<file path="config.mk">
export PLATFORM = sky130hd
export DESIGN_NAME = axi4_lite_reg_slice
export DESIGN_NICKNAME = d
export VERILOG_FILES = /design/src/rtl/axi4_lite_pkg.sv /design/src/rtl/axi4_lite_chan_buf.sv /design/src/rtl/axi4_lite_reg_slice.sv
export SDC_FILE = /design/constraint.sdc
export NUM_CORES = 1
export LEC_CHECK = 0
export ABC_CLOCK_PERIOD_IN_PS = 3300
export BUFFER_PORTS_ARGS = -buffer_cell sky130_fd_sc_hd__buf_4
export CORE_ASPECT_RATIO = 1.25
export CORE_MARGIN = 3
export CORE_UTILIZATION = 40
export CTS_CLUSTER_DIAMETER = 100
export CTS_CLUSTER_SIZE = 10
export DETAILED_ROUTE_END_ITERATION = 16
export GPL_TIMING_DRIVEN = 0
export SETUP_SLACK_MARGIN = 0.4
export SYNTH_ARGS = -nofsm -noshare
export SYNTH_HDL_FRONTEND = slang
export SYNTH_SLANG_ARGS = --single-unit
</file>
<file path="constraint.sdc">
create_clock -name aclk -period 3.3 [get_ports aclk]
set_input_delay 0.99 -clock aclk [delete_from_list [all_inputs] [get_ports aclk]]
set_output_delay 0.99 -clock aclk [all_outputs]
set_load 0.01 [all_outputs]
</file>
<file path="src/rtl/axi4_lite_pkg.sv">
// Shared channel payload layouts, width helpers and the depth legality check for the AXI4-Lite slice.
package axi4_lite_pkg;

  localparam int A_DEF        = 32;
  localparam int N_DEF        = 4;
  localparam int USE_STRB_DEF = 1;

  typedef struct packed { logic [A_DEF-1:0] addr; } ar_t;
  typedef struct packed { logic [A_DEF-1:0] addr; } aw_t;
  typedef struct packed { logic [8*N_DEF-1:0] data; logic [N_DEF-1:0] strb; } w_strb_t;
  typedef struct packed { logic [8*N_DEF-1:0] data; } w_nostrb_t;
  typedef struct packed { logic [1:0] resp; } b_t;
  typedef struct packed { logic [8*N_DEF-1:0] data; logic [1:0] resp; } r_t;

  function automatic int ar_w(input int a);
    return a;
  endfunction

  function automatic int aw_w(input int a);
    return a;
  endfunction

  function automatic int w_w(input int n, input int use_strb);
    return (use_strb != 0) ? 9 * n : 8 * n;
  endfunction

  function automatic int b_w();
    return 2;
  endfunction

  function automatic int r_w(input int n);
    return 8 * n + 2;
  endfunction

  // Occupancy port width; a pass-through channel still gets a 1-bit port.
  function automatic int cnt_w(input int depth);
    return (depth == 0) ? 1 : $clog2(depth + 1);
  endfunction

  function automatic bit depth_ok(input int depth);
    return (depth == 0) || (depth == 2) ||
           ((depth >= 4) && (depth <= 64) && ((depth & (depth - 1)) == 0));
  endfunction

  localparam int AR_W = ar_w(A_DEF);
  localparam int AW_W = aw_w(A_DEF);
  localparam int W_W  = w_w(N_DEF, USE_STRB_DEF);
  localparam int B_W  = b_w();
  localparam int R_W  = r_w(N_DEF);

endpackage

</file>
<file path="src/rtl/axi4_lite_chan_buf.sv">
// One channel buffer: pass-through (DEPTH 0), skid buffer (DEPTH 2) or circular FIFO (DEPTH 4..64).
// Skid states:  EMPTY | nothing held   ONE | output register valid   FULL | output and skid registers valid
module axi4_lite_chan_buf
  import axi4_lite_pkg::*;
#(
  parameter int W     = 8,
  parameter int DEPTH = 2,
  localparam int CW   = cnt_w(DEPTH)
) (
  input  logic          aclk,
  input  logic          areset,
  input  logic [W-1:0]  in_data,
  input  logic          in_valid,
  output logic          in_ready,
  output logic [W-1:0]  out_data,
  output logic          out_valid,
  input  logic          out_ready,
  output logic [CW-1:0] count
);

  if (!depth_ok(DEPTH)) begin : g_bad_depth
    $error("axi4_lite_chan_buf: illegal DEPTH %0d", DEPTH);
  end

  if (DEPTH == 0) begin : g_pass
    logic unused_clk;
    assign unused_clk = aclk ^ areset;
    assign out_data   = in_data;
    assign out_valid  = in_valid;
    assign in_ready   = out_ready;
    assign count      = '0;
  end else if (DEPTH == 2) begin : g_skid
    typedef enum logic [1:0] {EMPTY, ONE, FULL} skid_state_t;
    skid_state_t   state;
    logic [W-1:0]  out_q, skid_q;
    logic          valid_q, ready_q;
    logic [CW-1:0] cnt_q;
    logic          in_beat, out_beat;

    assign in_beat  = in_valid & ready_q;
    assign out_beat = valid_q & out_ready;

    always_ff @(posedge aclk) begin
      if (areset) begin
        state   <= EMPTY;
        out_q   <= '0;
        skid_q  <= '0;
        valid_q <= 1'b0;
        ready_q <= 1'b0;
        cnt_q   <= '0;
      end else begin
        case (state)
          EMPTY: begin
            ready_q <= 1'b1;
            if (in_beat) begin
              out_q   <= in_data;
              valid_q <= 1'b1;
              cnt_q   <= CW'(1);
              state   <= ONE;
            end
          end
          ONE: begin
            if (in_beat && !out_beat) begin
              skid_q  <= in_data;
              ready_q <= 1'b0;
              cnt_q   <= CW'(2);
              state   <= FULL;
            end else if (in_beat) begin
              out_q <= in_data;
            end else if (out_beat) begin
              valid_q <= 1'b0;
              cnt_q   <= '0;
              state   <= EMPTY;
            end
          end
          FULL: begin
            if (out_beat) begin
              out_q   <= skid_q;
              ready_q <= 1'b1;
              cnt_q   <= CW'(1);
              state   <= ONE;
            end
          end
          default: state <= EMPTY;
        endcase
      end
    end

    assign out_data  = out_q;
    assign out_valid = valid_q;
    assign in_ready  = ready_q;
    assign count     = cnt_q;
  end else begin : g_fifo
    localparam int PW = $clog2(DEPTH);
    logic [W-1:0]  mem [DEPTH];
    logic [PW-1:0] rd_ptr, wr_ptr;
    logic [CW-1:0] cnt_q;
    logic          live_q;
    logic          push, pop;

    assign push = in_valid & in_ready;
    assign pop  = out_valid & out_ready;

    // live_q holds ready low through reset and the first cycle after it.
    always_ff @(posedge aclk) begin
      if (areset) begin
        rd_ptr <= '0;
        wr_ptr <= '0;
        cnt_q  <= '0;
        live_q <= 1'b0;
        for (int i = 0; i < DEPTH; i++) mem[i] <= '0;
      end else begin
        live_q <= 1'b1;
        if (push) begin
          mem[wr_ptr] <= in_data;
          wr_ptr      <= wr_ptr + PW'(1);
        end
        if (pop) rd_ptr <= rd_ptr + PW'(1);
        case ({push, pop})
          2'b10:   cnt_q <= cnt_q + CW'(1);
          2'b01:   cnt_q <= cnt_q - CW'(1);
          default: cnt_q <= cnt_q;
        endcase
      end
    end

    assign in_ready  = live_q & (cnt_q != CW'(DEPTH));
    assign out_valid = (cnt_q != '0);
    assign out_data  = mem[rd_ptr];
    assign count     = cnt_q;
  end

endmodule

</file>
<file path="src/rtl/axi4_lite_reg_slice.sv">
// AXI4-Lite register slice: each of the five channels is flattened and passed through its own buffer.
module axi4_lite_reg_slice
  import axi4_lite_pkg::*;
#(
  parameter int A        = 32,
  parameter int N        = 4,
  parameter int USE_STRB = 1,
  parameter int AR_DEPTH = 2,
  parameter int AW_DEPTH = 2,
  parameter int W_DEPTH  = 2,
  parameter int B_DEPTH  = 2,
  parameter int R_DEPTH  = 2
) (
  input  logic                          aclk,
  input  logic                          areset,
  input  logic [A-1:0]                  s_araddr,
  input  logic                          s_arvalid,
  output logic                          s_arready,
  input  logic [A-1:0]                  s_awaddr,
  input  logic                          s_awvalid,
  output logic                          s_awready,
  input  logic [8*N-1:0]                s_wdata,
  input  logic [N-1:0]                  s_wstrb,
  input  logic                          s_wvalid,
  output logic                          s_wready,
  output logic [1:0]                    s_bresp,
  output logic                          s_bvalid,
  input  logic                          s_bready,
  output logic [8*N-1:0]                s_rdata,
  output logic [1:0]                    s_rresp,
  output logic                          s_rvalid,
  input  logic                          s_rready,
  output logic [A-1:0]                  m_araddr,
  output logic                          m_arvalid,
  input  logic                          m_arready,
  output logic [A-1:0]                  m_awaddr,
  output logic                          m_awvalid,
  input  logic                          m_awready,
  output logic [8*N-1:0]                m_wdata,
  output logic [N-1:0]                  m_wstrb,
  output logic                          m_wvalid,
  input  logic                          m_wready,
  input  logic [1:0]                    m_bresp,
  input  logic                          m_bvalid,
  output logic                          m_bready,
  input  logic [8*N-1:0]                m_rdata,
  input  logic [1:0]                    m_rresp,
  input  logic                          m_rvalid,
  output logic                          m_rready,
  output logic [cnt_w(AR_DEPTH)-1:0]    ar_count,
  output logic [cnt_w(AW_DEPTH)-1:0]    aw_count,
  output logic [cnt_w(W_DEPTH)-1:0]     w_count,
  output logic [cnt_w(B_DEPTH)-1:0]     b_count,
  output logic [cnt_w(R_DEPTH)-1:0]     r_count
);

  localparam int AR_PW = ar_w(A);
  localparam int AW_PW = aw_w(A);
  localparam int W_PW  = w_w(N, USE_STRB);
  localparam int B_PW  = b_w();
  localparam int R_PW  = r_w(N);

  logic [W_PW-1:0] w_in, w_out;
  logic [R_PW-1:0] r_in, r_out;

  if (USE_STRB != 0) begin : g_strb
    assign w_in    = {s_wdata, s_wstrb};
    assign m_wdata = w_out[W_PW-1 -: 8*N];
    assign m_wstrb = w_out[N-1:0];
  end else begin : g_nostrb
    logic unused_strb;
    assign unused_strb = ^s_wstrb;
    assign w_in        = s_wdata;
    assign m_wdata     = w_out;
    assign m_wstrb     = '1;
  end

  assign r_in    = {m_rdata, m_rresp};
  assign s_rdata = r_out[R_PW-1 -: 8*N];
  assign s_rresp = r_out[1:0];

  axi4_lite_chan_buf #(.W(AR_PW), .DEPTH(AR_DEPTH)) u_ar (
    .aclk(aclk), .areset(areset),
    .in_data(s_araddr), .in_valid(s_arvalid), .in_ready(s_arready),
    .out_data(m_araddr), .out_valid(m_arvalid), .out_ready(m_arready),
    .count(ar_count));

  axi4_lite_chan_buf #(.W(AW_PW), .DEPTH(AW_DEPTH)) u_aw (
    .aclk(aclk), .areset(areset),
    .in_data(s_awaddr), .in_valid(s_awvalid), .in_ready(s_awready),
    .out_data(m_awaddr), .out_valid(m_awvalid), .out_ready(m_awready),
    .count(aw_count));

  axi4_lite_chan_buf #(.W(W_PW), .DEPTH(W_DEPTH)) u_w (
    .aclk(aclk), .areset(areset),
    .in_data(w_in), .in_valid(s_wvalid), .in_ready(s_wready),
    .out_data(w_out), .out_valid(m_wvalid), .out_ready(m_wready),
    .count(w_count));

  axi4_lite_chan_buf #(.W(B_PW), .DEPTH(B_DEPTH)) u_b (
    .aclk(aclk), .areset(areset),
    .in_data(m_bresp), .in_valid(m_bvalid), .in_ready(m_bready),
    .out_data(s_bresp), .out_valid(s_bvalid), .out_ready(s_bready),
    .count(b_count));

  axi4_lite_chan_buf #(.W(R_PW), .DEPTH(R_DEPTH)) u_r (
    .aclk(aclk), .areset(areset),
    .in_data(r_in), .in_valid(m_rvalid), .in_ready(m_rready),
    .out_data(r_out), .out_valid(s_rvalid), .out_ready(s_rready),
    .count(r_count));

endmodule

</file>
======== Word-level counts from Yosys, hierarchy flattened ========
Index checks and enable logic that the tools add are counted.
Widths: inputs -> output; s select.
operators by class
  $lt $le $gt $ge ......................... 0
  eq/ne operators ......................... 50
  reductions and logical operators ........ 55
  mux-type cells .......................... 95
  bitwise gates (word level) .............. 10
  multipliers ............................. 0
  div/mod/pow operators ................... 0
  add/sub/neg operators ................... 0
  shifts and indexed selects .............. 0
operator list
  operator            number
  $mux 32             6
  $pmux 32 s3         2
  $mux 36             3
  $pmux 36 s3         1
  $mux 34             3
  $pmux 34 s3         1
  $pmux 2 s3          11
  $mux 2              28
  $reduce_and 5->1    10
  $ne 2x1->1 const B  20
  $mux 1              30
  $reduce_and 3->1    10
  $ne 2x2->1 const B  10
  $reduce_and 4->1    5
  $ne 3x1->1 const B  5
  $ne 3x3->1 const B  5
  $pmux 1 s3          5
  $reduce_bool 3->1   5
  $and 1x1->1         10
  $eq 2x1->1 const B  5
  $eq 2x2->1 const B  5
  $logic_not 2->1     5
  $pmux 1 s2          5
  $reduce_and 2->1    5
  3 further kinds     15
word-level totals
  memories kept ........................... 0
  output and inout port bits .............. 156
  memory bits (read-only) ................. 0
  RAM bits ................................ 0
  input port bits ......................... 148
  logic and storage cells ................. 240
  bits in latches ......................... 0
  register bits after elaboration ......... 302

======== Depth between registers and ports, before layout ========
  depth after elaboration ................. 5
  depth in mapped cells ................... 7
  depth with buffers taken out ............ 4

======== Modules after synthesis ========
Synthesis repeated with hierarchy kept, for this count alone.
unflattened totals
  cell total of the unflattened synthesis .. 1425
  area, all modules ....................... 14192.4 µm²
modules (own cells, without submodules)
  module                         sequential area each (µm²)  times used  area an instance (µm²)  cells each
  axi4_lite_chan_buf (u_ar ...)  1401.3                      2           3547.2                  333
  axi4_lite_chan_buf (u_w)       1561.5                      1           3344.5                  359
  axi4_lite_chan_buf (u_r)       1481.4                      1           3223.1                  342
  axi4_lite_chan_buf (u_b)       200.2                       1           530.5                   58

======== Worst setup path before layout ========
No wires, ideal clock.
  path kind ............................... input port to flip-flop
  start point ............................. input s_wvalid
  end point ............................... register u_w.g_skid.out_q[0] (netlist: u_w.out_data[0])
  arrival ................................. 1922 ps
  stages .................................. 5
  setup time .............................. 146 ps
  setup slack ............................. 1232 ps
  required time ........................... 3154 ps
  buffers on the path ..................... 2
  cells stage by stage .................... buf_2 > nand4_1 > o211ai_2 > clkbuf_1 > a211oi_1
between the ends
  cells in the longest elaborated chain, start to end .. 4
  elaborated cells on any way between the ends .. 7
  classes of those cells .................. eq/ne (1); mux (3); bitwise (1); reduce/logical (2)
RTL lines
  what                                                    RTL line                   RTL
  from (decl)                                             axi4_lite_reg_slice.sv:24  input logic s_wvalid,
  $and 1x1->1 (*)                                         axi4_lite_chan_buf.sv:40   assign in_beat = in_valid & ready_q;
  $mux 36 / $logic_and 1x1->1 (equally long branches)     -
  $mux 36 / $ne 2x2->1 (equally long branches)            -
  $pmux 36 s3 / $reduce_and 3->1 (equally long branches)  -
  to (signal assigned)                                    axi4_lite_chan_buf.sv:56   out_q <= in_data;
  to (signal assigned)                                    axi4_lite_chan_buf.sv:69   out_q <= in_data;
  to (signal assigned)                                    axi4_lite_chan_buf.sv:78   out_q <= skid_q;
  to (decl)                                               axi4_lite_chan_buf.sv:35   logic [W-1:0] out_q, skid_q;
Every way passes the cells marked *; elsewhere a longest branch is shown, timed or not. The select of a mux whose other input is x is not followed.
A chain may end at the register's enable or synchronous reset.

======== Worst setup path after layout ========
  start point ............................. input areset
  end point ............................... register u_w.g_skid.out_q[35] (netlist: u_w.out_data[35])
RTL lines
  what         RTL line                   RTL
  from (decl)  axi4_lite_reg_slice.sv:15  input logic areset,
No word-level cell between the ends.

==> flow_summary.json <==
{
  "routed_wl_um": 35600,
  "final_nets": 1894,
  "ys_types": 49,
  "final-instance-count-excl-fill": 2147,
  "drive_above_1_share_pct": 24.9,
  "avgRoutedWirePerCell_um": 16.6,
  "pwr-share-seq_pct": 45.7,
  "initial_core_util_pct": 40.9,
  "ant_nets": 0,
  "grt_antenna_before_repair": 0,
  "chipWidth_um": 164,
  "dp.cells": 2109,
  "ys_ff_latch": 302,
  "syn_area_per_cell_um2": 8.83,
  "start_kind": "primary input",
  "reg2reg_slack_ns": 1.29,
  "clkPwrFrac_pct": 38.2,
  "cts_root_buffer": "clkbuf_16",
  "drc": 0,
  "yosysSeqAreaShare_pct": 48.7,
  "cts.htree.levels": 2,
  "die-area_um2": 33200,
  "io_pins": 304,
  "irDropWorstVdd_uv": 453,
  "synth_fp_nets": 1555,
  "ctsResizeCount": 0,
  "rsz0062_at_grt": "no",
  "crit_fanout": 10,
  "ys_warn_count": 0,
  "dr.pass1.iters": 5,
  "place_area_um2": 15200,
  "areaGrowthSynthToFinish_pct": 29.8,
  "setup_tns_ns": 0,
  "switching_power_mw": 2.32,
  "place_hpwl_um": 25900,
  "grt.overflow.total": 0,
  "hold_slack_ns": 0.451,
  "rr_endpoint": "u_w.g_skid.skid_q[34]$_SDFFE_PP0P_",
  "fin_crit_ns": 2.24,
  "hold_start": "u_w.g_skid.skid_q[14]$_SDFFE_PP0P_",
  "status": "complete, no violations",
  "clock.fmax_ghz": 0.447,
  "worst_pin_slew_ns": 0.794,
  "final_area_um2": 16100,
  "grt_usage_pct": 20.7,
  "setup_viol": 0,
  "syn_area_um2": 12400,
  "grt_pass1_wl_um": 56100,
  "slew_viol_final": 0,
  "p_comb_share_pct": 16.2,
  "setup_ws_ns": 1.06,
  "power.density_nw_per_um2": 548,
  "r2r-start": "u_w.g_skid.state[0]$_SDFFE_PP0P_",
  "viasPerCell": 5.06,
  "rows": 71,
  "clockBufferDepth": 3,
  "mostFrequentLayoutCells": "309 x buf_4, 302 x dfxtp_1, 295 x nand2_1",
  "fill_cells": 2964,
  "tritoncts": "yes",
  "min_period_over_period_pct": 67.8,
  "maxCapViolCount": 0,
  "grt_max_degree": 11,
  "vias": 10900,
  "whs_endpoint": "u_w.g_skid.skid_q[14]$_SDFFE_PP0P_",
  "synthTopCellsByArea": "dfxtp_1 49%, mux2i_1 11%, nand2_1 8.9%",
  "final_common_cell": "buf_4",
  "relSlewSlack_pct": 47.0,
  "timing_hold_violations_final": 0,
  "synth_top_area_share_pct": 48.7,
  "numCtsBuffers": 36,
  "fin_util_pct": 53.0,
  "place_ws_ns": 0.470,
  "clock_latency_ns": 0.50,
  "cts_sinks": 302,
  "clock_skew_ns": 0.0191,
  "grt_pass1_vias": 10500,
  "p_int_mw": 6.52,
  "cts_hold_buf": 0,
  "p_leak_nw": 7.13,
  "hold_path_class": "register to register",
  "power_mw": 8.84,
  "cts_setup_buffers": 0,
  "antenna_cells": 0,
  "worstPathArrival_ns": 2.58,
  "swShare_pct": 26.2,
  "portBuffers": 301,
  "reg2reg_depth": 6,
  "hold_depth": 2,
  "cp-end-kind": "register",
  "chipHeight_um": 203,
  "drtIter0Drc": 590,
  "required_ns": 3.64,
  "gp_congestion": 0.758,
  "path_clk_slew_ns": 0.05,
  "worstSetupPathType": "primary input to register",
  "synthCells": 1407,
  "core_area_um2": 30400,
  "yosys.area.top_type": "dfxtp_1"
}
[power groups by stage]
stage	sequential (mW)	clock [mW]	combinational [mW]
after floorplan	4.18	0	0.685
after global placement	4.11	0	1.44
after detailed placement	4.11	0	1.45
after CTS	4.04	3.48	1.45
after global routing	4.06	3.59	1.59
final	4.03	3.37	1.43
[cells in the mapped netlist, drive strengths merged]
cell     instances
o221a            2
xnor2            1
o211ai           4
and3b            2
o21ai           12
nand2b           8
and4             2
nand3b           4
a221oi           4
nor2b            1
or3              1
and2             1
a211oi         142
o32ai            3
a211o            3
a311oi           2
nor3             2
nand4            7
nand2          297
nor2           152
nand4b           4
a2111oi          1
nand3           10
clkbuf          61
a21oi          159
inv              6
or2              1
a21boi           4
buf             54
a31oi            6
o31ai            1
xor2             3
and3             1
mux2i          139
dfxtp          302
nand4bb          3
o21a             2
[final cells by class]
type	count	area [µm²]	share of cell area, %
plain buffers	115	543	3.37
inverters	6	22.5	0.140
repair buffers	301	2260	14.0
multi-input cells	984	5810	36.0
flip-flops and latches	302	6050	37.5
clock buffers	37	926	5.75
clock inverters	1	8.76	0.0543
well taps	401	502	3.11
[critical path: stages]
cell	delay, ns
clkbuf_1	0.19
clkbuf_1	0.63
clkbuf_1	0.65
a211oi_1	0.10
[registers in the layout, indices dropped and copies added (netlist names), 32 cells and up]
| register | count |
|---|---|
| u_w.g_skid.skid_q | 36 |
| u_aw.out_data | 32 |
| u_ar.out_data | 32 |
| u_r.g_skid.skid_q | 34 |
| u_aw.g_skid.skid_q | 32 |
| u_w.out_data | 36 |
| u_ar.g_skid.skid_q | 32 |
| u_r.out_data | 34 |
[per-layer routing]
| layer | share of wire (%) | wire [µm] | GRT usage [%] | up-vias |
|---|---|---|---|---|
| met4 | 2.3 | 817 | 5.80 | 0 |
| met3 | 7.5 | 2680 | 6.08 | 48 |
| met2 | 48 | 17000 | 34.7 | 272 |
| met5 | 0 | 0 | 0 | - |
| met1 | 43 | 15100 | 25.8 | 4992 |
| li1 | - | - | - | 5553 |
[cell families after synthesis]
logic type             Yosys count  share of synthesized area (%)
AO/OA/AOI/OAI                  345                           19.1
XOR/XNOR                         4                          0.282
buffers and inverters          121                           4.55
flip-flops                     302                           48.7
multiplexers                   139                           11.2
AND/OR/NAND/NOR                496                           16.2
[worst max path at each step]
stage / startpoint / to / cells past startpoint
2_1_floorplan: s_wvalid / u_w.out_data[0]$_SDFFE_PP0P_ / 5
3_3_place_gp: areset / u_w.out_data[33]$_SDFFE_PP0P_ / 4
3_5_place_dp: areset / u_w.out_data[35]$_SDFFE_PP0P_ / 4
4_1_cts: areset / u_w.out_data[35]$_SDFFE_PP0P_ / 4
5_1_grt: areset / u_b.out_data[1]$_SDFFE_PP0P_ / 4
6_report: areset / u_w.out_data[35]$_SDFFE_PP0P_ / 4
(Power assumes the default switching activity.)
